**config.mk**
```make
export PLATFORM = sky130hd
export DESIGN_NAME = warp_xwb
export DESIGN_NICKNAME = d
export VERILOG_FILES = /design/src/rtl/warp_xwb.sv
export SDC_FILE = /design/constraint.sdc
export NUM_CORES = 1
export LEC_CHECK = 0
export CORE_MARGIN = 2
export CORE_UTILIZATION = 43
export DETAILED_ROUTE_END_ITERATION = 12
export PLACE_DENSITY_LB_ADDON = 0.05
export SYNTH_ARGS = -nofsm -noshare
export SYNTH_HDL_FRONTEND = slang
export SYNTH_SLANG_ARGS = --single-unit
```
**constraint.sdc**
```tcl
create_clock -name i_clk -period 3 [get_ports i_clk]
set_clock_uncertainty 0.1 [all_clocks]
set_input_delay 0.6 -clock i_clk [delete_from_list [all_inputs] [get_ports i_clk]]
set_output_delay 0.6 -clock i_clk [all_outputs]
set_load 0.02 [all_outputs]
```
**src/rtl/warp_xwb.sv**
```systemverilog
// Integer writeback stage: fx pass-through on port 1, mul / divide-FIFO on port 2.
// Optional same-cycle divide bypass to port 2 when `WARP_XWB_DIV_BYPASS_EN is defined.
module warp_xwb #(
   parameter int DIV_FIFO_DEPTH = 4,
   parameter int DATA_W         = 64
) (
   input  logic                              i_clk,
   input  logic                              i_rst_n,
   input  logic                              i_fx_valid,
   input  logic [4:0]                        i_fx_rd,
   input  logic [DATA_W-1:0]                 i_fx_data,
   input  logic                              i_mul_valid,
   input  logic [4:0]                        i_mul_rd,
   input  logic [DATA_W-1:0]                 i_mul_data,
   input  logic                              i_div_issue_valid,
   input  logic [4:0]                        i_div_issue_rd,
   input  logic                              i_div_issue_rem,
   input  logic                              i_div_input_ready,
   output logic                              o_div_issue_ready,
   input  logic                              i_div_valid,
   input  logic [DATA_W-1:0]                 i_div_quotient,
   input  logic [DATA_W-1:0]                 i_div_remainder,
   output logic [4:0]                        o_rd1_addr,
   output logic [DATA_W-1:0]                 o_rd1_wdata,
   output logic                              o_rd1_wen,
   output logic [4:0]                        o_rd2_addr,
   output logic [DATA_W-1:0]                 o_rd2_wdata,
   output logic                              o_rd2_wen,
   output logic [31:0]                       o_pending,
   output logic [$clog2(DIV_FIFO_DEPTH):0]   o_fifo_count
);

   localparam int PTR_W = $clog2(DIV_FIFO_DEPTH);
   localparam int CNT_W = PTR_W + 1;

   logic [4:0]        fifo_rd   [DIV_FIFO_DEPTH];
   logic [DATA_W-1:0] fifo_data [DIV_FIFO_DEPTH];
   logic [PTR_W-1:0]  rd_ptr, wr_ptr;
   logic [CNT_W-1:0]  count;

   logic              tag_valid, tag_rem;
   logic [4:0]        tag_rd;
   logic [31:0]       pending;

   logic              div_done, fifo_empty, bypass, push, pop, issue_fire;
   logic [DATA_W-1:0] div_result;
   logic [4:0]        head_rd;
   logic [DATA_W-1:0] head_data;
   logic              p1_en, p2_en, collide;
   logic [4:0]        p2_addr;
   logic [DATA_W-1:0] p2_data;
   logic [31:0]       clr_vec, set_vec;

   function automatic logic [DATA_W-1:0] div_select(input logic rem,
                                                   input logic [DATA_W-1:0] quo,
                                                   input logic [DATA_W-1:0] rmd);
      return rem ? rmd : quo;
   endfunction

   assign div_done   = i_div_valid & tag_valid;
   assign div_result = div_select(tag_rem, i_div_quotient, i_div_remainder);
   assign fifo_empty = (count == '0);
   assign head_rd    = fifo_rd[rd_ptr];
   assign head_data  = fifo_data[rd_ptr];

`ifdef WARP_XWB_DIV_BYPASS_EN
   assign bypass = div_done & fifo_empty & ~i_mul_valid;
`else
   assign bypass = 1'b0;
`endif

   assign push = div_done & ~bypass;
   assign pop  = ~i_mul_valid & ~fifo_empty;

   // Issue uses current-state pending, so a same-cycle pop of rd still blocks it.
   assign o_div_issue_ready = ~tag_valid & (count < CNT_W'(DIV_FIFO_DEPTH)) &
                              i_div_input_ready & ~pending[i_div_issue_rd];
   assign issue_fire = i_div_issue_valid & o_div_issue_ready;

   always_comb begin
      p2_en   = 1'b0;
      p2_addr = '0;
      p2_data = '0;
      clr_vec = '0;
      if (i_mul_valid) begin
         p2_en   = (i_mul_rd != 5'd0);
         p2_addr = i_mul_rd;
         p2_data = i_mul_data;
      end else if (pop) begin
         p2_en            = (head_rd != 5'd0);
         p2_addr          = head_rd;
         p2_data          = head_data;
         clr_vec[head_rd] = 1'b1;
      end else if (bypass) begin
         p2_en           = (tag_rd != 5'd0);
         p2_addr         = tag_rd;
         p2_data         = div_result;
         clr_vec[tag_rd] = 1'b1;
      end
   end

   always_comb begin
      set_vec = '0;
      if (issue_fire && (i_div_issue_rd != 5'd0))
         set_vec[i_div_issue_rd] = 1'b1;
   end

   // Port 1 carries the younger result, so it wins an address collision.
   assign p1_en   = i_fx_valid & (i_fx_rd != 5'd0);
   assign collide = p1_en & p2_en & (p2_addr == i_fx_rd);

   assign o_rd1_wen   = p1_en;
   assign o_rd1_addr  = p1_en ? i_fx_rd : 5'd0;
   assign o_rd1_wdata = p1_en ? i_fx_data : '0;

   assign o_rd2_wen   = p2_en & ~collide;
   assign o_rd2_addr  = o_rd2_wen ? p2_addr : 5'd0;
   assign o_rd2_wdata = o_rd2_wen ? p2_data : '0;

   assign o_pending    = pending;
   assign o_fifo_count = count;

   always_ff @(posedge i_clk or negedge i_rst_n) begin
      if (!i_rst_n) begin
         rd_ptr    <= '0;
         wr_ptr    <= '0;
         count     <= '0;
         tag_valid <= 1'b0;
         tag_rd    <= 5'd0;
         tag_rem   <= 1'b0;
         pending   <= '0;
      end else begin
         if (push)
            wr_ptr <= wr_ptr + PTR_W'(1);
         if (pop)
            rd_ptr <= rd_ptr + PTR_W'(1);
         count <= count + CNT_W'(push) - CNT_W'(pop);
         if (issue_fire) begin
            tag_valid <= 1'b1;
            tag_rd    <= i_div_issue_rd;
            tag_rem   <= i_div_issue_rem;
         end else if (i_div_valid) begin
            tag_valid <= 1'b0;
         end
         pending <= ((pending & ~clr_vec) | set_vec) & 32'hFFFF_FFFE;
      end
   end

   // Entry storage carries no control meaning, so it is left unreset.
   always_ff @(posedge i_clk) begin
      if (push) begin
         fifo_rd[wr_ptr]   <= tag_rd;
         fifo_data[wr_ptr] <= div_result;
      end
   end

endmodule

```
# Word level (Yosys, flattened, before mapping)
# Memory sizes are Yosys's and may differ from the RTL's.
# Cells that the tools add are included.
[word_totals]
output_inout_bits = 176
wordCells = 70
mem_bits_rw = 276
n_memories = 2
regBits = 45
[memory_table]
columns = ["name", "words", "word_bits", "read_ports", "rd_ports_with_merged_regs", "write_ports", "line_no", "source"]
rows = [
  ["fifo_data", 4, 64, 1, 0, 1, "37", "logic [DATA_W-1:0] fifo_data [DIV_FIFO_DEPTH];"],
  ["fifo_rd", 4, 5, 1, 0, 1, "36", "logic [4:0] fifo_rd [DIV_FIFO_DEPTH];"],
]
[op_classes]
magnitude_cmp = 5
n_reduce_logical = 9
eq_ne = 1
n_bitwise = 18
n_mux = 24
n_addsub = 4
[ops]
columns = ["op", "count"]
rows = [
  ["64-bit 2-to-1 mux", 5],
  ["32-bit 2-to-1 mux", 3],
  ["32-bit AND", 1],
  ["32-bit inverter", 1],
  ["32-bit bitwise OR", 1],
  ["5-bit 2-to-1 mux", 4],
  ["5-bit nonzero test", 4],
  ["5-bit by 6-bit less-than comparator with 1-bit output (second input constant)", 2],
  ["1-bit AND", 10],
  ["1-bit demux with 5-bit select", 2],
  ["5-bit by 1-bit >= comparator with 1-bit output (second input constant)", 2],
  ["1-bit 2-to-1 mux", 9],
  ["1-bit binary-select mux with 5-bit select", 1],
  ["5-bit == test", 1],
  ["1-bit inverter", 5],
  ["2-bit by 1-bit adder with 2-bit output (second input constant)", 2],
  ["3-bit by 1-bit adder with 3-bit output", 1],
  ["1-bit logical AND", 3],
  ["3-bit zero test", 1],
  ["3-bit less-than comparator (second input constant)", 1],
  ["3-bit by 1-bit subtractor with 3-bit output", 1],
  ["2-bit nonzero test", 1],
]

# Logic depth before layout (Yosys ltp)
[depth]
ltp_word = 10
mapped_depth = 11
mapped_depth_nobuf = 8

# Worst setup path after synthesis
# Ideal clock, no wire load.
[synth_path]
path_kind = "register to output"
start = "register rd_ptr[0]"
end = "output port o_rd2_wdata[0]"
t_arrival_ps = 2509
required_ps = 2300
slack_ps = -209
stages_incl_launch_ff = 9
cell_sequence = "dfrtp_1 -> buf_2 -> mux4_2 -> a31oi_1 -> xor2_1 -> and3_1 -> clkbuf_1 -> clkbuf_1 -> a211oi_1"
[synth_between]
elab_chain_len = 9
word_cells_on_any_way = 15
cone_classes = "1 x eq/ne; 7 x mux; 4 x bitwise; 1 x reduce/logical; 2 x memory"
[synth_lines]
columns = ["item", "line_no", "source"]
rows = [
  ["from (decl)", "38", "logic [PTR_W-1:0] rd_ptr, wr_ptr;"],
  ["from (signal assigned)", "136", "rd_ptr <= rd_ptr + PTR_W'(1);"],
  ["memory 4 x 5 bit", "-", ""],
  ["5-bit nonzero test", "90", "p2_en = (head_rd != 5'd0);"],
  ["1-bit 2-to-1 mux", "89", "end else if (pop) begin"],
  ["1-bit 2-to-1 mux", "85", "if (i_mul_valid) begin"],
  ["1-bit AND (2 in series)", "110", "assign collide = p1_en & p2_en & (p2_addr == i_fx_rd);"],
  ["1-bit inverter", "116", "assign o_rd2_wen = p2_en & ~collide;"],
  ["1-bit AND", "116", ""],
  ["64-bit 2-to-1 mux (*)", "118", "assign o_rd2_wdata = o_rd2_wen ? p2_data : '0;"],
  ["to (decl)", "27", "output logic [DATA_W-1:0] o_rd2_wdata,"],
]
# Every way passes the cells marked *; elsewhere a longest branch is shown, timed or not.

# Worst setup path in the final report
[layout_path]
start = "register rd_ptr[0]"
end = "output port o_rd2_wdata[52]"
# Same word-level chain as after synthesis.

==> impl_summary.txt <==
----------------------------------------------------
[Setup path]
  Path type of the worst setup path ... flip-flop to primary output
  Critical path buffer and inverter count ... 4
  Data required time of the critical path ... 2300 ps
  Worst r2r path cells ... 9
  Data arrival time of the worst path ... 3010 ps
  Critical Path Sink Type ... primary output
  R2r endpoint ... o_fifo_count[2]
  Cells along the critical path ... mux4_2 -> or3_4 -> o31a_1 -> a21oi_4 -> buf_12 -> buf_12 -> buf_16 -> a211oi_2 -> buf_4
  Crit-path max cell delay ... 560 ps
  Cell seen most often among critical-path stages ... sky130_fd_sc_hd__buf_12
  Max stage delay cell, worst path ... sky130_fd_sc_hd__mux4_2
  Family with the most delay on the worst path ... buffers and inverters
  Crit start category ... flip-flop
  Reg2Reg Setup Slack ... 320 ps
  Source of the worst register-to-register timing path ... o_fifo_count[1]
  Highest net fanout along the worst path ... 8

[Synthesis]
  Ys Warns ... 0
  Synthesis-stage register bit count ... 321
  Synthesized-area fraction occupied by ao, oa, aoi and oai cells ... 9.88%
  Post-synth net total ... 1200
  Area share of the largest cell type after synthesis ... 56.1%
  Most area-consuming cells after synthesis ... sky130_fd_sc_hd__edfxtp_1 56%, sky130_fd_sc_hd__mux4_2 12%, sky130_fd_sc_hd__dfrtp_1 7.6%
  Mapped Area ... 14800 sq um
  Count of flip-flops with a built-in enable after synthesis ... 276
  Cell taking the most area after synthesis ... sky130_fd_sc_hd__edfxtp_1
  Average size of a mapped cell ... 16.2 sq um
  Post-synthesis mux area share ... 17.2%
  Adder and majority gate portion of the synthesized area ... 0.643%
  Main combinational cell family by area after synthesis ... multiplexers
  Count of distinct cell types in the synthesized netlist ... 41
  Simple logic cell fraction of the synthesized area ... 5.21%
  Post-Syn Instances ... 914
  Post-synth top flop ... sky130_fd_sc_hd__edfxtp_1
  Synth async-reset ratio ... 14.0%
  Cell with the most instances after synthesis ... sky130_fd_sc_hd__edfxtp_1
  Most used standard cells in the synthesized netlist ... 276 x sky130_fd_sc_hd__edfxtp_1, 76 x sky130_fd_sc_hd__and2_1, 76 x sky130_fd_sc_hd__mux4_2
  Sequential cell area fraction in the yosys report ... 63.7%
  Synthesized-area fraction occupied by xor and xnor cells ... 0.593%

[Min path]
  Worst Min Path Start ... o_pending[20]
  Kind of path behind the tightest hold check ... flip-flop to flip-flop
  Hold worst-path end ... o_pending[20]
  Number of cells on the worst hold path ... 2

[Timing]
  Pins Over Slew Limit ... 0
  Setup repair after global routing missed its margin ... yes
  Max frequency ... 269 MHz
  Final setup fails ... 70
  Fraction of the cycle the final worst path needs ... 124%
  Final hold violation count ... 0
  Slew of the pin with the lowest slew margin ... 591 ps
  Post-Route Setup TNS ... -45760 ps
  Relative max-transition margin ... 60.6%
  Smallest setup slack after layout ... -713 ps
  Post-layout min period ... 3710 ps

[Power and ir drop]
  Clk network pwr share ... 22.1%
  Switching fraction of total power ... 33.2%
  Total leakage power ... 8.02 nW
  PwrDens ... 789 nW/um^2
  Net switching power of the design ... 5.86 mW
  Flop pwr share ... 34.9%
  Total internal power ... 11.8 mW
  Share of power burned in combinational logic ... 43.1%
  Peak ir drop on the vdd network ... 0.588 mV

[GRT]
  Pin count of the biggest net entering global routing ... 39
  Initial antenna violation count ... 0
  Wire length of the first global-routing pass ... 68400 um
  Vias in the first global route ... 11000
  Grt ovf ... 0
  Overall routing resource usage ... 25.6%

[Clock tree]
  Cell chosen for the clock root ... sky130_fd_sc_hd__clkbuf_16
  Clock transition time at the flip-flop clock pins of the worst setup and hold paths ... 60 ps
  Clock buffer count from CTS ... 34
  CTS sink cnt ... 321
  Source-to-sink clock delay at the later pin of the worst-skew pair ... 510 ps
  TritonCTS clock tree ... built
  Number of buffers on the longest clock path ... 3
  H-tree level count ... 2

[Layout]
  Area occupied by multi-input gates ... 5550 sq um
  Post-layout utilization of the core ... 66.3%
  Final design area excluding fillers ... 22300 sq um
  Number of nets in the layout ... 1748
  Layout filler cell count ... 2513
  Fraction of final layout cells sized beyond drive strength 1 ... 39.0%
  Area growth, synth to finish ... 51.1%
  Number of inserted diodes ... 0
  Area of all sequential standard cells ... 9430 sq um
  Non-Filler Instances ... 1934

[Detailed routing]
  Count of routing violations after the opening detailed-route iteration ... 831
  Remaining design rule violation count ... 0
  DR vias ... 10600
  Vias per inst ... 5.49
  Antenna-violating nets left ... 0
  Wire length after detailed routing ... 47500 um
  First-pass iteration count of the detailed router ... 5
  Average routed wire per standard cell ... 24.5 um

[Floorplan]
  Starting utilization of the core area ... 43.9%
  Die X ... 189 um
  Placeable Area ... 33700 sq um
  Area of the die ... 35900 sq um
  Placement row count ... 67
  Number of top-level pins ... 455
  Die Span Y ... 189 um

[Placed design]
  Placed cells ... 1830
  Detailed placement HPWL ... 32400 um
  Placed inst area ... 20800 sq um
  Setup Slack @ Placement ... -883 ps
  Input/output buffers ... 453
  Final Wtd Congestion ... 0.849

[Run]
  Max-cap violation count ... 0

[Outcome]
  Failing checks ... setup timing
  Outcome ... finished with violations

----------------------------------------------------
==> worst reg2reg max path, delay by kind of cell (launching register included) <==
| kind | cells | cell delay, ps |
|---|---|---|
| flops | 1 | 380 |
| xor+xnor | 2 | 310 |
| fa+ha+maj | 3 | 850 |
| simple gates | 2 | 770 |
| buf+inv | 2 | 190 |
==> cell usage in the layout, fill, tap and decap left out, drive strengths merged, types with 2 or more instances in the layout <==
master	instances
nand2b	10
or3b	3
nor2	4
dlygate4sd2	6
o21ai	32
a21oi	7
mux2	71
a31oi	5
nor2b	2
nand3b	5
nand3	2
clkinvlp	2
inv	11
xnor2	7
mux4	76
a22oi	64
buf	263
ha	6
clkbuf	58
dfrtp	45
a211oi	64
clkdlybuf4s50	309
mux2i	3
edfxtp	276
clkinv	11
and3	5
nand2	10
and2	76
o31ai	31
or3	4
nor3	2
xor2	3
==> registers in the layout, summed over array words and instances, names as in the netlist <==
register	count
fifo_data	256
o_pending	31
fifo_rd	20
tag_rd	5
o_fifo_count	3
rd_ptr	2
wr_ptr	2
tag_rem	1
tag_valid	1
==> power by group through the flow <==
stage | registers [mW] | clock network [mW] | logic (mW)
after global routing | 6.20 | 4.15 | 8.05
final | 6.15 | 3.89 | 7.58
after global placement | 6.21 | 0 | 7.11
after floorplan | 6.24 | 0 | 4.08
after CTS | 6.14 | 3.97 | 7.31
after detailed placement | 6.23 | 0 | 7.17
==> stage by stage <==
step                      total power, mW  hold slack (ps)
after global placement               13.3              414
after CTS                            17.4              438
final                                17.6              440
after global routing                 18.4              463
after detailed placement             13.4              424
after floorplan                      10.3              204
==> per-layer routing <==
layer / routed length (um) / share of wire [%] / GRT usage (%)
met5: 0 / 0 / 0
met1: 19300 / 41 / 33.3
met4: 1760 / 3.7 / 10.4
met2: 23200 / 49 / 42.6
met3: 3200 / 6.7 / 4.97
==> layout make-up <==
class | instances | share of cell area (%)
flip-flops and latches | 321 | 42.2
repair buffers | 594 | 25.6
multi-input cells | 502 | 24.9
clock buffers | 44 | 4.12
well taps | 448 | 2.51
clock inverters | 16 | 0.521
inverters | 9 | 0.151
==> cell families (layout without fill, tap and decap cells) <==
kind of cell,after synthesis,after routing
simple gates,127,127
flops,321,321
compound gates,207,207
fa+ha+maj,7,7
xor+xnor,10,10
buf+inv,91,663
other cells,1,1
mux,150,150
==> worst max path at each step <==
stage                      end        from  cells after the start  slack, ps
3_3_place_gp   o_rd2_wdata[32]  i_fx_rd[0]                      7       -840
2_1_floorplan  o_rd2_wdata[11]   rd_ptr[0]                      8        -30
5_1_grt         o_rd2_wdata[7]   rd_ptr[0]                      9       -800
3_5_place_dp   o_rd2_wdata[32]  i_fx_rd[0]                      7       -880
6_report       o_rd2_wdata[52]   rd_ptr[0]                      9       -710
4_1_cts        o_rd2_wdata[62]   rd_ptr[0]                      8       -880
==> what timing repair did <==
item,in CTS,in global routing
endpoints found under the setup margin,136,99
resized for setup,500,133
endpoints found under the hold margin,23,0
cloned,6,5
setup buffers,14,21
pin swaps,7,11
hold buffers,1,0
Note: power is estimated with default switching activity, not from simulation.
